<file path="src/rtl/shift_rotate_pkg.sv">
// Shared types for the multi-cycle shift/rotate engine: op encoding, FSM states, op legality.
package shift_rotate_pkg;

    typedef enum logic [2:0] {
        SHR_OP  = 3'b000,
        SHRA_OP = 3'b001,
        SHL_OP  = 3'b010,
        ROR_OP  = 3'b011,
        ROL_OP  = 3'b100
    } shift_op_e;

    typedef enum logic [1:0] {
        IDLE  = 2'd0,
        SHIFT = 2'd1,
        DONE  = 2'd2
    } state_e;

    function automatic logic is_legal_op(input logic [2:0] op);
        return op <= 3'b100;
    endfunction

endpackage

</file>
<file path="src/rtl/shift_rotate_unit_step.sv">
// Combinational single-step shifter: moves a WIDTH-bit value by k in [0, STEP] positions.
// The carry-out port exists only when SHIFT_UNIT_CARRY_EN is defined.
module shift_step
    import shift_rotate_pkg::*;
#(
    parameter int unsigned WIDTH = 32,
    parameter int unsigned STEP  = 1,
    parameter int unsigned KW    = $clog2(STEP + 1)
) (
    input  logic [WIDTH-1:0] i_value,
    input  logic [2:0]       i_op,
    input  logic [KW-1:0]    i_k,
    input  logic             i_fill,
    output logic [WIDTH-1:0] o_value
`ifdef SHIFT_UNIT_CARRY_EN
    ,
    output logic             o_carry
`endif
);

    logic [2*WIDTH-1:0] w_dbl;

    always_comb begin
        w_dbl   = '0;
        o_value = i_value;
        unique case (i_op)
            SHR_OP, SHRA_OP: begin
                w_dbl   = {{WIDTH{i_fill}}, i_value} >> i_k;
                o_value = w_dbl[WIDTH-1:0];
            end
            SHL_OP: begin
                w_dbl   = {{WIDTH{1'b0}}, i_value} << i_k;
                o_value = w_dbl[WIDTH-1:0];
            end
            ROR_OP: begin
                w_dbl   = {i_value, i_value} >> i_k;
                o_value = w_dbl[WIDTH-1:0];
            end
            ROL_OP: begin
                w_dbl   = {i_value, i_value} << i_k;
                o_value = w_dbl[2*WIDTH-1:WIDTH];
            end
            default: ;
        endcase
    end

`ifdef SHIFT_UNIT_CARRY_EN
    localparam int unsigned AW = $clog2(WIDTH);

    // Index of the last bit to leave the word; unused when k is zero.
    logic [AW-1:0] w_ridx;
    logic [AW-1:0] w_lidx;
    assign w_ridx = AW'(int'(i_k) - 1);
    assign w_lidx = AW'(int'(WIDTH) - int'(i_k));

    always_comb begin
        o_carry = 1'b0;
        unique case (i_op)
            SHR_OP, SHRA_OP: o_carry = (i_k != '0) && i_value[w_ridx];
            SHL_OP:          o_carry = (i_k != '0) && i_value[w_lidx];
            ROR_OP:          o_carry = o_value[WIDTH-1];
            ROL_OP:          o_carry = o_value[0];
            default:         o_carry = 1'b0;
        endcase
    end
`endif

endmodule

</file>
<file path="src/rtl/shift_rotate_unit.sv">
// Iterative SHR/SHRA/SHL/ROR/ROL engine, STEP positions per clock, start/busy/done handshake.
// Define SHIFT_UNIT_CARRY_EN to add the o_cout port and its tracking register.
module shift_rotate_unit
    import shift_rotate_pkg::*;
#(
    parameter int unsigned WIDTH = 32,
    parameter int unsigned STEP  = 1
) (
    input  logic                     i_clock,
    input  logic                     i_clear,
    input  logic                     i_start,
    input  logic [2:0]               i_op,
    input  logic [WIDTH-1:0]         i_a,
    input  logic [$clog2(WIDTH)-1:0] i_amount,
    output logic [WIDTH-1:0]         o_result,
    output logic                     o_busy,
    output logic                     o_done
`ifdef SHIFT_UNIT_CARRY_EN
    ,
    output logic                     o_cout
`endif
);

    localparam int unsigned AW = $clog2(WIDTH);
    localparam int unsigned KW = $clog2(STEP + 1);

    state_e           r_state;
    state_e           w_state_d;
    logic [WIDTH-1:0] r_work;
    logic [WIDTH-1:0] w_work_d;
    logic [2:0]       r_op;
    logic [2:0]       w_op_d;
    logic             r_fill;
    logic             w_fill_d;
    logic [AW-1:0]    r_remaining;
    logic [AW-1:0]    w_remaining_d;
    logic [WIDTH-1:0] r_result;
    logic [WIDTH-1:0] w_result_d;
    logic [KW-1:0]    w_k;
    logic [WIDTH-1:0] w_step_value;

    always_comb begin
        if (r_remaining > AW'(STEP)) begin
            w_k = KW'(STEP);
        end else begin
            w_k = KW'(r_remaining);
        end
    end

`ifdef SHIFT_UNIT_CARRY_EN
    logic r_cout;
    logic w_cout_d;
    logic w_step_carry;
`endif

    shift_step #(
        .WIDTH (WIDTH),
        .STEP  (STEP),
        .KW    (KW)
    ) u_step (
        .i_value (r_work),
        .i_op    (r_op),
        .i_k     (w_k),
        .i_fill  (r_fill),
        .o_value (w_step_value)
`ifdef SHIFT_UNIT_CARRY_EN
        ,
        .o_carry (w_step_carry)
`endif
    );

    always_comb begin
        w_state_d     = r_state;
        w_work_d      = r_work;
        w_op_d        = r_op;
        w_fill_d      = r_fill;
        w_remaining_d = r_remaining;
        w_result_d    = r_result;
`ifdef SHIFT_UNIT_CARRY_EN
        w_cout_d      = r_cout;
`endif
        case (r_state)
            SHIFT: begin
                w_work_d      = w_step_value;
                w_remaining_d = r_remaining - AW'(w_k);
                if (w_remaining_d == '0) begin
                    w_state_d  = DONE;
                    w_result_d = w_step_value;
`ifdef SHIFT_UNIT_CARRY_EN
                    w_cout_d   = w_step_carry;
`endif
                end
            end
            // IDLE and DONE both accept; start is ignored while shifting.
            default: begin
                if (i_start) begin
                    w_work_d      = i_a;
                    w_op_d        = i_op;
                    w_fill_d      = (i_op == SHRA_OP) && i_a[WIDTH-1];
                    w_remaining_d = i_amount;
                    if ((i_amount != '0) && is_legal_op(i_op)) begin
                        w_state_d = SHIFT;
                    end else begin
                        w_state_d  = DONE;
                        w_result_d = i_a;
`ifdef SHIFT_UNIT_CARRY_EN
                        w_cout_d   = 1'b0;
`endif
                    end
                end else begin
                    w_state_d = IDLE;
                end
            end
        endcase
    end

    always_ff @(posedge i_clock) begin
        if (i_clear) begin
            r_state     <= IDLE;
            r_work      <= '0;
            r_op        <= '0;
            r_fill      <= 1'b0;
            r_remaining <= '0;
            r_result    <= '0;
        end else begin
            r_state     <= w_state_d;
            r_work      <= w_work_d;
            r_op        <= w_op_d;
            r_fill      <= w_fill_d;
            r_remaining <= w_remaining_d;
            r_result    <= w_result_d;
        end
    end

`ifdef SHIFT_UNIT_CARRY_EN
    always_ff @(posedge i_clock) begin
        if (i_clear) begin
            r_cout <= 1'b0;
        end else begin
            r_cout <= w_cout_d;
        end
    end

    assign o_cout = r_cout;
`endif

    assign o_result = r_result;
    assign o_busy   = (r_state == SHIFT);
    assign o_done   = (r_state == DONE);

endmodule

</file>
<file path="config.mk">
export PLATFORM = sky130hd
export DESIGN_NAME = shift_rotate_unit
export DESIGN_NICKNAME = d
export VERILOG_FILES = /design/src/rtl/shift_rotate_pkg.sv /design/src/rtl/shift_rotate_unit_step.sv /design/src/rtl/shift_rotate_unit.sv
export SDC_FILE = /design/constraint.sdc
export NUM_CORES = 1
export LEC_CHECK = 0
export ABC_AREA = 1
export ABC_CLOCK_PERIOD_IN_PS = 3600
export CAP_MARGIN = 20
export CORE_ASPECT_RATIO = 0.7
export CORE_MARGIN = 4
export CORE_UTILIZATION = 55
export CTS_BUF_LIST = sky130_fd_sc_hd__clkbuf_4 sky130_fd_sc_hd__clkbuf_8 sky130_fd_sc_hd__clkbuf_16
export CTS_CLUSTER_SIZE = 12
export DETAILED_ROUTE_END_ITERATION = 8
export PLACE_DENSITY = 0.84
export SYNTH_ARGS = -nofsm -noshare
export SYNTH_HDL_FRONTEND = slang
export SYNTH_SLANG_ARGS = --single-unit
</file>
<file path="constraint.sdc">
create_clock -name i_clock -period 3.6 [get_ports i_clock]
set_input_delay 0.72 -clock i_clock [delete_from_list [all_inputs] [get_ports i_clock]]
set_output_delay 0.72 -clock i_clock [all_outputs]
set_load 0.02 [all_outputs]
</file>
==> results.yml <==
yosys:
  syn_inst: 762
  synth_edf_count: 0
  ys_warn_count: 0
  synth_top_family_by_area: "simple AND/OR/NAND/NOR gates"
  synth_area_um2: 4474
  synth_xor_area_frac: 0
  ys_seq_area_frac: 0.3356
  synth-compound-area-share: 0.1012
  synth-main-ff-cell: "dfxtp_1"
  synth-async-reset-ratio: 0
  yosys.area_share.adder: 0.005593
  synthDistinctLibCells: 27
  synthSimpleGateAreaFrac: 0.3848
  syn_avg_cell_area_um2: 5.872
  muxShareOfSynthArea: 0
  synth_fp_nets: 807
  synth_seq_cells: 75
timing:
  fin_ws_ns: 0.8784
  setup_viol: 0
  grt_setup_unrepaired: "false"
  skew_ns: 0.004445
  fin_tns_setup_ns: 0
  fmax_mhz: 367.4
  whs_ns: 0.4970
  worst_pin_slew_ns: 0.6677
  slew_headroom: 0.5544
  period_share: 0.7560
  drv_slew: 0
  min_period_ns: 2.722
  finalHoldViolCount: 0
worst_setup_path:
  required_ns: 2.88
  arrival_ns: 2.00
  reg2regPathDepth: 13
  critPathKind: "reg -> out"
  regToRegStartpoint: "r_remaining[3]"
  crit_path_start: "r_state[1]"
  end_kind: "primary output"
  ff2ff_setup_slack_ns: 0.91
  r2r-end: "o_result[6]"
  worst-path-max-fanout: 29
  worst_setup_path_start_kind: "flip-flop"
clock_network:
  clock_path_buffers: 2
  h-tree-depth: 3
  clk_latency_ns: 0.33
  post-cts-setup-buffer-count: 0
  clk_pin_slew_ns: 0.05
  cts_made_buffers: 9
  cts_tree: "yes"
  cts-root-buf: "clkbuf_16"
  cts_hold_buf: 0
  cts_resized: 0
  cts.sinks: 75
run:
  maxCapViolations: 0
worst_hold_path:
  hold_start: "r_fill"
  hold-path-endpoint: "r_fill"
  min_path_type: "reg -> reg"
  holdPathStages: 2
global_route:
  grt_usage: 0.2397
  grt_remaining_overflow: 0
  first_global_vias: 4427
  antenna_found_initial: 0
  grt_max_degree: 65
  grt_pass1_wl_mm: 19.51
detailed_routing:
  vias: 4758
  drt_iter0_drc: 461
  wl_per_cell_um: 12.28
  via_per_inst: 5.177
  drtAntennaViolNets: 0
  wl_mm: 11.29
  drc_errors: 0
  first_pass_iters: 6
layout:
  final_cells: 919
  diodes: 0
  fillers: 714
  nets: 859
  final_util: 0.6982
  area_delta_synth_final_pct: 23.35
  multiInputGateArea_um2: 2215
  drive_gt1_frac: 0.04768
  regArea_um2: 1501
placement:
  io_buffer_count: 76
  placed_cells: 904
  gp_congestion: 0.8840
  pre_cts_ws_ns: 0.7367
  dp_hpwl_mm: 7.549
floorplan:
  coreArea_um2: 7905
  dieArea_um2: 9665
  num_io_pins: 77
  start_util: 0.5660
  num_rows: 27
  die_h_um: 83.46
  chipWidth_um: 115.8
pwr:
  powerDensity_nw_per_um2: 563.9
  power.leakage_nw: 2.935
  peakVddDrop_mv: 0.3772
outcome:
  status: "finished, final reports clean"
## registers in the layout (all words and copies together) (netlist names)
name and cells:
r_remaining 5, o_result 32, r_fill 1, r_state 2, r_op 3, r_work 32
## per-layer routing
layer	wire, um	global-route usage
met1	5200	0.3192
met3	878	0.05870
met4	148	0.06533
met2	5061	0.3864
met5	0	0
## cell type report
cell class,count,area share
clock buffer,13,0.04965
clock inverter,2,0.001814
multi-input combinational,496,0.4013
timing repair buffer,85,0.1523
sequential,75,0.2720
inverter,147,0.09998
tap,101,0.02290
## metrics by stage
step	area [um^2]	power, mW
global route	5519	3.333
detailed placement	5235	2.258
CTS	5519	3.121
floorplan	4474	1.921
global placement	5235	2.224
finish	5519	3.112
## worst max-delay path by stage
stage	to	depth (start not counted)
4_1_cts	o_busy	4
3_5_place_dp	o_result[15]	11
5_1_grt	o_result[9]	14
6_report	o_busy	4
3_3_place_gp	o_result[8]	11
2_1_floorplan	o_result[11]	13
## cell usage in the layout, fill, tap and decap left out, drive strengths merged, types with 3 or more instances in the layout
| cell type | netlist | layout |
|---|---|---|
| a21oi | 39 | 39 |
| buf | 28 | 9 |
| clkbuf | 16 | 13 |
| clkdlybuf4s50 | 0 | 76 |
| clkinv | 1 | 3 |
| dfxtp | 75 | 75 |
| inv | 146 | 146 |
| nand2 | 194 | 194 |
| nand3 | 126 | 126 |
| nand4 | 4 | 4 |
| nor2 | 84 | 84 |
| o21ai | 38 | 38 |
| o21bai | 3 | 3 |
## power by group
group | switching [mW] | internal, mW
logic | 0.766 | 0.454
clock network | 0.327 | 0.524
registers | 0.0740 | 0.966
total | 1.17 | 1.94
## Yosys cell counts, types with 2 or more instances
library cell	count	area, um^2
a21oi_1	38	190.2
clkbuf_1	16	60.06
ha_1	2	25.02
inv_1	144	540.5
nor2_2	2	12.51
buf_6	4	45.04
nor2_1	82	307.8
buf_1	5	18.77
nand3_1	126	630.6
nand2_1	189	709.4
buf_2	18	90.09
inv_2	2	7.510
o21bai_1	3	22.52
nand2_2	5	31.28
o21ai_0	37	185.2
dfxtp_1	75	1501
nand4_1	4	25.02
## cell families (layout without fill, tap and decap cells)
kind of cell    count (synthesis)  in the layout
simple gates                  409            409
compound gates                 85             85
flops                          75             75
fa+ha+maj                       2              2
buf+inv                       191            247
## critical path, cell delays in order, from the launching register on
cell and delay [ns]:
dfxtp_1 0.29, inv_1 0.07, nand2_2 0.34, inv_1 0.30, clkdlybuf4s50_1 0.66
No activity file was read; power rests on OpenSTA's default activity.
